### src/rtl/imm_gen_pipe.sv
// rtl/imm_gen_pipe.sv - immediate decode/extend into a DEPTH-entry output FIFO; `IMM_ZEXT_EN enables imm_sel[3] zero-extension
module imm_gen_pipe #(
    parameter int XLEN  = 32,
    parameter int DEPTH = 2,
    parameter int TAG_W = 32
) (
    input  logic             CLK,
    input  logic             RESET,
    input  logic             FLUSH,
    input  logic             in_valid,
    output logic             in_ready,
    input  logic [31:0]      inst,
    input  logic [3:0]       imm_sel,
    input  logic [TAG_W-1:0] in_tag,
    output logic             out_valid,
    input  logic             out_ready,
    output logic [XLEN-1:0]  imm_ext,
    output logic [TAG_W-1:0] out_tag,
    output logic             sel_err
);

    localparam int PTR_W = $clog2(DEPTH);
    localparam int CNT_W = PTR_W + 1;

`ifdef IMM_ZEXT_EN
    localparam bit ZEXT_EN = 1'b1;
`else
    localparam bit ZEXT_EN = 1'b0;
`endif

    logic [XLEN-1:0]  dec_imm;
    logic             dec_err;
    logic             top_bit;
    logic             unused_inst;

    logic [XLEN-1:0]  mem_imm [DEPTH];
    logic [TAG_W-1:0] mem_tag [DEPTH];
    logic             mem_err [DEPTH];
    logic [PTR_W-1:0] wr_ptr;
    logic [PTR_W-1:0] rd_ptr;
    logic [CNT_W-1:0] count;
    logic             push;
    logic             pop;

    // Opcode bits never contribute to any immediate.
    assign unused_inst = &{1'b0, inst[6:0]};

    // Sign source for J/I/B/S; forced low when zero-extension is requested.
    assign top_bit = inst[31] & ~(imm_sel[3] & ZEXT_EN);

    always_comb begin
        dec_imm = '0;
        dec_err = 1'b0;
        case (imm_sel[2:0])
            3'b000: dec_imm = XLEN'($signed({inst[31:12], 12'b0}));
            3'b001: dec_imm = XLEN'($signed({top_bit, inst[31], inst[19:12], inst[20], inst[30:21], 1'b0}));
            3'b010: dec_imm = XLEN'($signed({top_bit, inst[31:20]}));
            3'b011: dec_imm = XLEN'($signed({top_bit, inst[31], inst[7], inst[30:25], inst[11:8], 1'b0}));
            3'b100: dec_imm = XLEN'($signed({top_bit, inst[31:25], inst[11:7]}));
            3'b101: dec_imm = XLEN'({((XLEN == 64) ? inst[25] : 1'b0), inst[24:20]});
            default: dec_err = 1'b1;
        endcase
    end

    assign in_ready = ~RESET & ((count < CNT_W'(DEPTH)) | out_ready);
    assign out_valid = (count != '0);
    assign push = in_valid & in_ready & ~FLUSH;
    assign pop = out_valid & out_ready & ~FLUSH;

    always_ff @(posedge CLK or posedge RESET) begin
        if (RESET) begin
            wr_ptr <= '0;
            rd_ptr <= '0;
            count  <= '0;
        end else if (FLUSH) begin
            wr_ptr <= '0;
            rd_ptr <= '0;
            count  <= '0;
        end else begin
            if (push) wr_ptr <= wr_ptr + 1'b1;
            if (pop) rd_ptr <= rd_ptr + 1'b1;
            if (push && !pop) count <= count + 1'b1;
            else if (pop && !push) count <= count - 1'b1;
        end
    end

    // Storage needs no reset: the head is masked whenever the FIFO is empty.
    always_ff @(posedge CLK) begin
        if (push) begin
            mem_imm[wr_ptr] <= dec_imm;
            mem_tag[wr_ptr] <= in_tag;
            mem_err[wr_ptr] <= dec_err;
        end
    end

    assign imm_ext = out_valid ? mem_imm[rd_ptr] : '0;
    assign out_tag = out_valid ? mem_tag[rd_ptr] : '0;
    assign sel_err = out_valid ? mem_err[rd_ptr] : 1'b0;

endmodule
### config.mk
export PLATFORM = sky130hd
export DESIGN_NAME = imm_gen_pipe
export DESIGN_NICKNAME = d
export VERILOG_FILES = /design/src/rtl/imm_gen_pipe.sv
export SDC_FILE = /design/constraint.sdc
export NUM_CORES = 1
export LEC_CHECK = 0
export ABC_AREA = 1
export CELL_PAD_IN_SITES_DETAIL_PLACEMENT = 0
export CELL_PAD_IN_SITES_GLOBAL_PLACEMENT = 1
export CORE_ASPECT_RATIO = 0.9
export CORE_MARGIN = 1
export CORE_UTILIZATION = 38
export CTS_CLUSTER_DIAMETER = 80
export DETAILED_ROUTE_END_ITERATION = 8
export PLACE_DENSITY = 0.87
export SYNTH_ARGS = -nofsm -noshare
export SYNTH_HDL_FRONTEND = slang
export SYNTH_SLANG_ARGS = --single-unit
### constraint.sdc
create_clock -name CLK -period 7.9 [get_ports CLK]
set_input_delay 2.37 -clock CLK [delete_from_list [all_inputs] [get_ports CLK]]
set_output_delay 2.37 -clock CLK [all_outputs]
set_load 0.01 [all_outputs]
Word-level counts from Yosys, hierarchy flattened --
Memories as Yosys holds them, arrays and structs flattened. Cells that the tools add are included.
Storage, ports and cells: RAM bits 130, logic and storage cells 48, bits in read-only memories 0, bits in latches 0, memories 3, input port bits 73, bits in registers 4, output and inout bits 67
Memories:
- mem_imm | depth 2, width 32, read ports 1, clocked after memory_dff 0, wr ports 1, line 36 | logic [XLEN-1:0] mem_imm [DEPTH];
- mem_tag | depth 2, width 32, read ports 1, clocked after memory_dff 0, wr ports 1, line 37 | logic [TAG_W-1:0] mem_tag [DEPTH];
- mem_err | depth 2, width 1, read ports 1, clocked after memory_dff 0, wr ports 1, line 38 | logic mem_err [DEPTH];
Operators by class: bitwise operators 8, reduce and logical (&&, ||, !) cells 10, $lt $le $gt $ge 1, divide/modulo/power cells 0, add/subtract/negate cells 4, multiply operators 0, shifts and indexed selects 0, equality and inequality tests 5, multiplexer cells 14
Operator list (count):
- case mux 32 bit (6 select lines) | 1
- two-way mux 32 bit | 2
- two-way mux 1 bit | 8
- equality test 3 x 2 -> 1 bit, second input constant | 2
- equality test 3 bit, second input constant | 2
- two-way mux 2 bit | 3
- nonzero test 2 bit | 3
- OR reduction 6 bit | 1
- bitwise AND 1 bit | 5
- equality test 3 x 1 -> 1 bit, second input constant | 1
- logical NOT 3 bit | 1
- nonzero test 3 bit | 1
- adder 1 bit, second input constant | 2
- adder 2 x 1 -> 2 bit, second input constant | 1
- logical AND 1 bit | 2
- logical NOT 1 bit | 2
- less-than comparator 2 bit, second input constant | 1
- inverter 1 bit | 2
- subtractor 2 x 1 -> 2 bit, second input constant | 1
- OR 1 bit | 1

Depth between registers and ports, before layout --
Gate-level depths: netlist (run 1).
depth in word-level cells 10, gate-level depth with buffers 8, depth with buffers taken out 8

Worst setup path before layout (run 1) --
No wires, ideal clock.
path type input -> register, start point input RESET, end point memory mem_err[1], enable pin, setup time 568 ps, data required time 7332 ps, setup slack 208 ps, path buffers 0, stages on the path 3, arrival time 7124 ps, cell sequence inv_1 nand3_1 nor3_1
On the way: cells in the longest elaborated chain, start to end 6
Ends and longest elaborated chain:
- start, declared | line 8 | input logic RESET,
- inverter 1 bit | line 65 | assign in_ready = ~RESET & ((count < CNT_W'(DEPTH)) | out_ready);
- bitwise AND 1 bit | line 65
- bitwise AND 1 bit (2 in series) | line 67 | assign push = in_valid & in_ready & ~FLUSH;
- two-way mux 1 bit | line 89 | if (push) begin
- two-way mux 1 bit (not written as such) | line 92 | mem_err[wr_ptr] <= dec_err;
- end, declared | line 38
No other way between the ends.

Final worst setup path (run 1) --
start point input out_ready, end point output in_ready
On the way: cells in the longest elaborated chain, start to end 2
Ends and longest elaborated chain:
- start, declared | line 16 | input logic out_ready,
- OR 1 bit | line 65
- bitwise AND 1 bit | line 65
- end, declared | line 11 | output logic in_ready,
No other way between the ends.

==> results of run 1 <==
## Yosys cell counts, drive strengths merged
| master | instances | area share (%) |
|---|---|---|
| nand4 | 2 | 0.23 |
| o22ai | 1 | 0.11 |
| nor2 | 19 | 1.5 |
| nand2 | 180 | 12 |
| clkbuf | 5 | 0.34 |
| edfxtp | 130 | 71 |
| nand3 | 16 | 1.5 |
| dfrtp | 4 | 1.8 |
| a21oi | 67 | 6.1 |
| o221ai | 1 | 0.16 |
| nor3 | 1 | 0.091 |
| o21ai | 9 | 0.89 |
| buf | 19 | 1.9 |
| inv | 24 | 1.6 |
## power by group
part	switching [µW]	internal, µW
Sequential	6.48	804
Combinational	166	142
Clock	267	486
Total	439	1430
## registers in the layout (all words and copies together) (netlist names)
| register | count |
|---|---|
| mem_err | 2 |
| mem_imm | 64 |
| wr_ptr | 1 |
| rd_ptr | 1 |
| count | 2 |
| mem_tag | 64 |
## stage by stage
stage | setup slack [ns] | total power [µW]
finish | 1.87 | 1870
global route | 1.81 | 1950
CTS | 1.87 | 1890
detailed placement | 1.87 | 1140
global placement | 1.89 | 1130
floorplan | 0.208 | 966
## worst min path at each step
| stage | endpoint | slack (ns) | start | cells past startpoint |
|---|---|---|---|---|
| final | wr_ptr | 0.54 | wr_ptr | 2 |
| after global routing | wr_ptr | 0.58 | wr_ptr | 2 |
| after CTS | wr_ptr | 0.54 | wr_ptr | 2 |
| after detailed placement | wr_ptr | 0.53 | wr_ptr | 2 |
| after global placement | wr_ptr | 0.49 | wr_ptr | 2 |
| after floorplan | wr_ptr | 0.48 | wr_ptr | 2 |
## cells by family after synthesis
kind of cell	count (synthesis)	share of synthesized area (%)
flops	134	73.2
compound gates	78	7.30
buf+inv	48	3.84
simple gates	218	15.7
## tightest hold or removal path, delay by kind of cell (launching register included)
kind / cells / cell delay (ns)
DFF: 1 / 0.35
and+or+nand+nor: 2 / 0.15
## final cells by class
class | count | share of cell area (%)
timing repair buffer | 136 | 17.9
sequential | 134 | 53.2
clock buffer | 18 | 5.70
clock inverter | 14 | 1.86
inverter | 24 | 1.20
tap | 193 | 3.21
multi-input combinational | 296 | 16.9
## routing by layer
metal / wire, µm / track usage, %
met1: 5260 / 20.5
met2: 5940 / 28.9
met3: 659 / 5.36
met4: 125 / 6.04
met5: 0 / 0
==> metrics.md, run 1 <==
| Metric | Value |
|---|---|
| Clock transition at the registers of the reported paths | 0.05 ns |
| FMAX | 166 MHz |
| Reg-to-reg setup timing slack | 5.65 ns |
| Library cells used by synthesis | 20 |
| Multi-input gate area | 0.00127 mm² |
| Number of fill cells | 1231 |
| Detailed Routing Iterations Pass 1 | 4 |
| Worst-margin pin slew | 0.920 ns |
| Slew Limit Fails | 0 |
| Crit-path max FO | 3 |
| Initial drt markers | 223 |
| Vias | 3860 |
| Standby leakage power | 0.00278 µW |
| Overflow after GRT | 0 |
| Most used cell, CP | clkdlybuf4s50_1 |
| Overall routed net length | 12.0 mm |
| CTS Buffer Depth | 2 |
| Buf/Inv on CP | 3 |
| Total setup buffers inserted after CTS | 0 |
| Status | finished, final reports clean |
| Period minus WS final | 6.03 ns |
| IO Pins | 140 |
| Slew HR | 38.7% |
| Die X | 128 µm |
| Clk_skew | 0.00531 ns |
| Commonest non-fill, non-tap cell in the layout | nand2_1 |
| Synthesis-stage register bit count | 134 |
| Clock Sinks | 134 |
| Crit-path slowest cell | clkdlybuf4s50_1 |
| Max cap viols | 0 |
| Max stage delay on crit path | 0.57 ns |
| Fin nets | 682 |
| IO Port Bufs | 131 |
| Clock root buffer | clkbuf_16 |
| CP Cell Sequence | clkdlybuf4s50_1 -> inv_1 -> a21oi_1 -> clkdlybuf4s50_1 |
| Post-route design area | 0.00752 mm² |
| Setup Viol. Count Final | 0 |
| Crit start category | input port |
| Row count | 41 |
| Synth-to-Final Area Change | 37.5% |
| Routed length per instance | 14.7 µm |
| Final Util | 53.5% |
| H-tree levels | 4 |
| CP Capture Point | in_ready |
| WHS | 0.543 ns |
| Hold buffer count at cts | 0 |
| Syn Area/Cell | 11.4 µm² |
| Reg2reg start | count[0] |
| Core area | 0.0141 mm² |
| Placer congestion estimate | 0.861 |
| Num CTS Buffers | 17 |
| Critical path data arrival time | 3.66 ns |
| Die height | 116 µm |
| Reg2Reg Depth | 7 |
| PD cells | 249 mW/mm² |
| Effective utilization at floorplan | 38.9% |
| Reg-to-reg endpoint | count[0] |
| Most frequent cells in the layout | nand2_1 (179), clkdlybuf4s50_1 (131), edfxtp_1 (130), a21oi_1 (67), inv_1 (21) |
| Critical path data required time | 5.53 ns |
| Largest net degree at the start of global routing | 66 |
| Synthesis Warnings | 0 |
| Vias in the first global route | 3810 |
| Levels on crit path | 4 |
| Tcrit/Tclk final | 76.3% |
| Post-DRT Antenna Nets | 0 |
| CTS resizes | 0 |
| Post-Syn Instances | 478 |
| Share of cells above drive strength 1 | 6.27% |
| Residual DRC | 0 |
| Delay-heaviest family, CP | buffers and inverters |
| Finished Layout Cells | 815 |
| GRT Total Usage | 17.0% |
| Final Hold Viols | 0 |
| DP Area | 0.00695 mm² |
| First-pass GRT wire length | 18.8 mm |
| Reg area | 0.00401 mm² |
| Post-synthesis sequential area ratio | 73.2% |
| Max VDD drop | 140 µV |
| ANT cells | 0 |
| Cells after DPL | 783 |
| Post-Syn Area | 0.00547 mm² |
| Setup_tns | 0 ns |
| Worst Setup End Kind | output port |
| Clock latency at the later pin of the worst-skew pair | 0.41 ns |
| Dpl hpwl | 7.27 mm |
| Initial antenna violation count | 0 |
| Worst min-delay path class | flip-flop to flip-flop |
| Die area | 0.0149 mm² |
| Critical Path Source | out_ready |
| TritonCTS clock tree | yes |
| Synthesized Nets | 551 |
| Crit path kind | input port to output port |
| RSZ-0062 raised after global routing | no |
| Vias per inst | 4.74 |
(Power assumes the default switching activity.)
==> inputs of run 2 (changes only) <==
--- a/config.mk
+++ b/config.mk
@@ -10,10 +10,10 @@
 export CELL_PAD_IN_SITES_GLOBAL_PLACEMENT = 1
 export CORE_ASPECT_RATIO = 0.9
 export CORE_MARGIN = 1
-export CORE_UTILIZATION = 38
+export CORE_UTILIZATION = 34
 export CTS_CLUSTER_DIAMETER = 80
 export DETAILED_ROUTE_END_ITERATION = 8
-export PLACE_DENSITY = 0.87
+export PLACE_DENSITY = 0.82
 export SYNTH_ARGS = -nofsm -noshare
 export SYNTH_HDL_FRONTEND = slang
 export SYNTH_SLANG_ARGS = --single-unit
==> constraint.sdc (replaced) <==
create_clock -name CLK -period 5 [get_ports CLK]
set_input_delay 1.5 -clock CLK [delete_from_list [all_inputs] [get_ports CLK]]
set_output_delay 1.5 -clock CLK [all_outputs]
set_load 0.01 [all_outputs]
==> run 2 against run 1 <==
Against the previous run:
- first-iteration DRC count decreased by 2.2%
- final cell count increased by 1.5%
- wire length up 1.9%
- sequential power increased by 58%
- count of clock-buffer cells in the layout decreased by 1
==> metrics.md, run 2 (synthesis gave the netlist of run 1 again) <==
| Metric | Value |
|---|---|
| Reg2Reg Depth | 6 (-1) |
| Post-DRT Antenna Nets | 0 (unchanged) |
| Most frequent cells in the layout | nand2_1 (179), clkdlybuf4s50_1 (131), edfxtp_1 (130), a21oi_1 (67), inv_1 (21) |
| Vias | 3866 (+0.16%) |
| Finished Layout Cells | 827 (+1.5%) |
| IO Port Bufs | 131 (unchanged) |
| Critical path data required time | 3.50 ns (-2.03 ns) |
| Final Util | 49.1% (-4.4 points) |
| Num CTS Buffers | 17 (unchanged) |
| Vias per inst | 4.67 (-1.3%) |
| CTS Buffer Depth | 2 (unchanged) |
| Crit-path max FO | 3 (unchanged) |
| Period minus WS final | 4.29 ns |
| Overall routed net length | 12.2 mm (+1.9%) |
| Crit path kind | input port to output port |
| Core area | 0.0155 mm² (+11%) |
| IO Pins | 140 (unchanged) |
| Commonest non-fill, non-tap cell in the layout | nand2_1 |
| HP Start | wr_ptr |
| Share of cells above drive strength 1 | 7.84% (+1.6 points) |
| TritonCTS clock tree | yes |
| Effective utilization at floorplan | 35.2% (-3.7 points) |
| Cells after DPL | 795 (+1.5%) |
| CTS resizes | 0 (unchanged) |
| Total setup buffers inserted after CTS | 0 (unchanged) |
| Residual DRC | 0 (unchanged) |
| Clock Sinks | 134 (unchanged) |
| FMAX | 233 MHz |
| Die X | 136 µm (+5.6%) |
| Reg-to-reg endpoint | mem_tag[0][0] |
| Row count | 43 (+4.9%) |
| Clock transition at the registers of the reported paths | 0.05 ns (about the same) |
| Clk_skew | 0.00717 ns (+0.00186 ns) |
| Status | finished, final reports clean |
| Detailed Routing Iterations Pass 1 | 4 (unchanged) |
| GRT Total Usage | 15.4% (-1.6 points) |
| Final Worst Setup Slack | 0.711 ns (-1.16 ns) |
| Clock root buffer | clkbuf_16 |
| Dpl hpwl | 7.82 mm (+7.5%) |
| Hold path depth | 2 (unchanged) |
| Initial drt markers | 218 (-2.2%) |
| Biggest regs | mem_imm (64), mem_tag (64) |
| Slew HR | 43.6% (+4.9 points) |
| Critical Path Source | out_ready |
| RSZ-0062 raised after global routing | no |
| Synth-to-Final Area Change | 39.5% |
| Overflow after GRT | 0 (unchanged) |
| Vias in the first global route | 3741 (-1.8%) |
| Max cap viols | 0 (unchanged) |
| ANT cells | 0 (unchanged) |
| Hold buffer count at cts | 0 (unchanged) |
| Reg-to-reg setup timing slack | 2.84 ns (-2.81 ns) |
| Worst Setup End Kind | output port |
| Fin nets | 685 (+0.44%) |
| Worst min-delay path class | flip-flop to flip-flop |
| Reg2reg start | count[1] |
| Max VDD drop | 236 µV (+69%) |
| Hold EP | wr_ptr |
| Die area | 0.0166 mm² (+12%) |
| Crit start category | input port |
| Initial antenna violation count | 0 (unchanged) |
| Tcrit/Tclk final | 85.8% |
| Slew Limit Fails | 0 (unchanged) |
| Clock latency at the later pin of the worst-skew pair | 0.42 ns (about the same) |
| Standby leakage power | 0.00282 µW (+1.6%) |
| PD cells | 403 mW/mm² (+62%) |
| Routed length per instance | 14.8 µm (+0.41%) |
| Critical path data arrival time | 2.79 ns (-0.87 ns) |
| Setup_tns | 0 ns (unchanged) |
| Placer congestion estimate | 0.827 (-4.0%) |
| Final Hold Viols | 0 (unchanged) |
| Die height | 122 µm (+5.6%) |
| Dpl ws | 0.722 ns (-1.15 ns) |
| Worst-margin pin slew | 0.844 ns (-0.0754 ns) |
| First-pass GRT wire length | 18.9 mm (+0.44%) |
| H-tree levels | 4 (unchanged) |
| Largest net degree at the start of global routing | 66 (unchanged) |
| Setup Viol. Count Final | 0 (unchanged) |
[run 2: cell count changes in the layout (fill, tap and decap cells not counted), moves of 2 or more]
| cell | delta |
|---|---|
| inv_6 | +3 |
| buf_4 | +2 |
| clkinv_4 | +2 |
| clkinv_1 | -6 |
| clkinvlp_4 | +2 |
[run 2: metrics by stage]
stage	power [µW]	hold WS [ns]	area, µm²
floorplan	1530	0.476	5480
global placement	1800	0.494	7010
detailed placement	1800	0.518	7010
CTS	3110	0.533	7630
global route	3210	0.551	7630
finish	3080	0.528	7630
[run 2: how the worst max path moves through the flow]
stage / cells past startpoint / slack (ns) / endpoint
detailed placement: 4 / 0.72 / in_ready
finish: 4 / 0.71 / in_ready
floorplan: 3 / 0.17 / mem_err[1]
CTS: 4 / 0.72 / in_ready
global placement: 4 / 0.72 / in_ready
global route: 4 / 0.66 / in_ready
[run 2: where the power goes]
part	internal [µW]	leakage, µW	switching [µW]
Clock	836	0.000302	471
Sequential	1270	0.00124	9.95
Combinational	229	0.00128	264
[run 2: area by class of cell]
| type | count | area, µm² |
|---|---|---|
| clock buffer | 17 | 425 |
| sequential | 134 | 4010 |
| fill | 1370 | 7920 |
| timing repair buffer | 139 | 1380 |
| multi-input combinational | 296 | 1270 |
| inverter | 24 | 90.1 |
| clock inverter | 15 | 201 |
| tap | 202 | 253 |
[run 2: critical path, stage by stage]
cell and delay [ns]:
clkdlybuf4s50_1 0.48, inv_1 0.07, a21oi_1 0.17, clkdlybuf4s50_1 0.57
[run 2: per-layer routing]
layer	global-route usage, %	routed length [µm]	vias up
li1	-	-	1906
met1	19.0	5520	1830
met2	25.3	5900	118
met3	5.08	671	12
met4	5.34	121	0
met5	0	0	-
==> inputs of run 3 (changes only) <==
--- a/config.mk
+++ b/config.mk
@@ -13,7 +13,7 @@
 export CORE_UTILIZATION = 34
 export CTS_CLUSTER_DIAMETER = 80
 export DETAILED_ROUTE_END_ITERATION = 8
-export PLACE_DENSITY = 0.82
+export PLACE_DENSITY_LB_ADDON = 0.1
 export SYNTH_ARGS = -nofsm -noshare
 export SYNTH_HDL_FRONTEND = slang
 export SYNTH_SLANG_ARGS = --single-unit
==> run 3 against run 2 <==
Against the previous run:
- design area about the same
- non-clock buffer count down 1
- total power down 1.2%
- utilization about the same
- final cell count down 0.12%
- hold slack worse by 0.0072 ns
- largest power group is now registers
==> metrics.md, run 3 (synthesis gave the netlist of run 1 again) <==
| Metric | Value |
|---|---|
| Status | finished, final reports clean |
| Total setup buffers inserted after CTS | 0 (unchanged) |
| Overall routed net length | 12.8 mm (+5.1%) |
| Number of fill cells | 1408 (+2.8%) |
| Placer congestion estimate | 0.780 (-5.7%) |
| Setup Viol. Count Final | 0 (unchanged) |
| HP Start | wr_ptr |
| Sw Share | 24.8% (+0.60 points) |
| Sequential Power Share | 42.0% (+0.5 points) |
| Residual DRC | 0 (unchanged) |
| Setup_tns | 0 ns (unchanged) |
| GRT Total Usage | 16.5% (+1.1 points) |
| Commonest non-fill, non-tap cell in the layout | nand2_1 |
| Num CTS Buffers | 17 (unchanged) |
| Int Power | 2290 µW (-2.0%) |
| Clock transition at the registers of the reported paths | 0.06 ns (about the same) |
| PD cells | 399 mW/mm² (-1.1%) |
| H-tree levels | 4 (unchanged) |
| Vias | 3893 (+0.70%) |
| CTS resizes | 0 (unchanged) |
| Crit start category | input port |
| Hold path depth | 2 (unchanged) |
| Sw Pwr | 755 µW (+1.3%) |
| Final Hold Viols | 0 (unchanged) |
| Crit path kind | input port to output port |
| Comb power frac | 16.5% (+0.5 points) |
| Max cap viols | 0 (unchanged) |
| Most frequent cells in the layout | nand2_1 (179), clkdlybuf4s50_1 (131), edfxtp_1 (130), a21oi_1 (67), inv_1 (21) |
| Final Util | 49.1% (about the same) |
| Die X | 136 µm (unchanged) |
| IO Pins | 140 (unchanged) |
| Initial drt markers | 234 (+7.3%) |
| Routed length per instance | 15.5 µm (+5.3%) |
| Crit-path max FO | 3 (unchanged) |
| Hold EP | wr_ptr |
| Clock root buffer | clkbuf_16 |
| Worst Setup End Kind | output port |
| Critical path data required time | 3.50 ns (about the same) |
| Hold buffer count at cts | 0 (unchanged) |
| Die height | 122 µm (unchanged) |
| Slew Limit Fails | 0 (unchanged) |
| Dpl ws | 0.732 ns (+0.0101 ns) |
| Fin nets | 684 (-0.15%) |
| IO Port Bufs | 131 (unchanged) |
| Post-DRT Antenna Nets | 0 (unchanged) |
| ANT cells | 0 (unchanged) |
| Standby leakage power | 0.00281 µW (-0.53%) |
| FMAX | 234 MHz (+0.52%) |
| Clock Sinks | 134 (unchanged) |
| CTS Buffer Depth | 2 (unchanged) |
| Overflow after GRT | 0 (unchanged) |
| Largest net degree at the start of global routing | 66 (unchanged) |
| Worst min-delay path class | flip-flop to flip-flop |
| Clk pwr share | 41.5% (-1.0 points) |
| Slew HR | 48.3% (+4.7 points) |
| Reg-to-reg setup timing slack | 2.85 ns (about the same) |
| TritonCTS clock tree | yes |
| Reg2reg start | count[1] |
| Finished Layout Cells | 826 (-0.12%) |
| Effective utilization at floorplan | 35.2% (unchanged) |
| Post-route design area | 0.00763 mm² (about the same) |
| Share of cells above drive strength 1 | 7.69% (-0.15 points) |
| Tcrit/Tclk final | 85.3% (-0.45 points) |
| Clock latency at the later pin of the worst-skew pair | 0.42 ns (about the same) |
| Reg2Reg Depth | 6 (unchanged) |
| DP Area | 0.00702 mm² (+0.25%) |
| Vias in the first global route | 3864 (+3.3%) |
| Worst-margin pin slew | 0.776 ns (-0.0681 ns) |
| RSZ-0062 raised after global routing | no |
| Initial antenna violation count | 0 (unchanged) |
| Reg-to-reg endpoint | mem_err[0] |
| Die area | 0.0166 mm² (unchanged) |
| First-pass GRT wire length | 20.1 mm (+6.2%) |
| Critical path data arrival time | 2.77 ns (-0.02 ns) |
| Max VDD drop | 250 µV (+6.0%) |
| Row count | 43 (unchanged) |
| Detailed Routing Iterations Pass 1 | 5 (+1) |
| Final Worst Setup Slack | 0.733 ns (+0.0224 ns) |
| Vias per inst | 4.71 (+0.82%) |
| Cells after DPL | 794 (-0.13%) |
| Dpl hpwl | 7.73 mm (-1.0%) |
| Core area | 0.0155 mm² (unchanged) |
| Biggest regs | mem_imm (64), mem_tag (64) |
| Clk_skew | 0.00878 ns (+0.00161 ns) |
| Period minus WS final | 4.27 ns (-0.0224 ns) |
| Synth-to-Final Area Change | 39.5% (about the same) |
[run 3: per-layer routing]
metal,wire length [µm],GRT usage [%],vias up
met3,857,5.37,15
met5,0,0,-
met1,5600,20.4,1847
li1,-,-,1914
met2,6250,27.1,117
met4,133,5.48,0
[run 3: area by class of cell]
type	instances	area [µm²]	share of cell area, %
clock buffers	18	429	5.62
clock inverters	14	176	2.31
inverters	24	90.1	1.18
multi-input cells	296	1270	16.7
flip-flops and latches	134	4010	52.5
well taps	202	253	3.31
repair buffers	138	1400	18.4
[run 3: worst max-delay path by stage]
stage	end	slack, ns	from
after floorplan	mem_err[1]	0.17	RESET
after global placement	in_ready	0.73	out_ready
after detailed placement	in_ready	0.73	out_ready
after CTS	in_ready	0.72	out_ready
after global routing	in_ready	0.65	out_ready
final	in_ready	0.73	out_ready
[run 3: per-stage QoR]
stage	hold WS [ns]	power, µW
detailed placement	0.506	1810
global route	0.579	3170
global placement	0.494	1810
floorplan	0.476	1530
finish	0.520	3040
CTS	0.522	3080
[run 3: power by group through the flow]
stage	Clock, µW	Combinational [µW]	Sequential [µW]
final	1260	501	1280
after global routing	1340	549	1280
after floorplan	0	226	1300
after detailed placement	0	511	1300
after CTS	1290	513	1280
after global placement	0	508	1300
[run 3: worst max-delay path, cell delays in order]
cell and delay, ns:
clkdlybuf4s50_1 0.47, inv_1 0.07, a21oi_1 0.16, clkdlybuf4s50_1 0.56
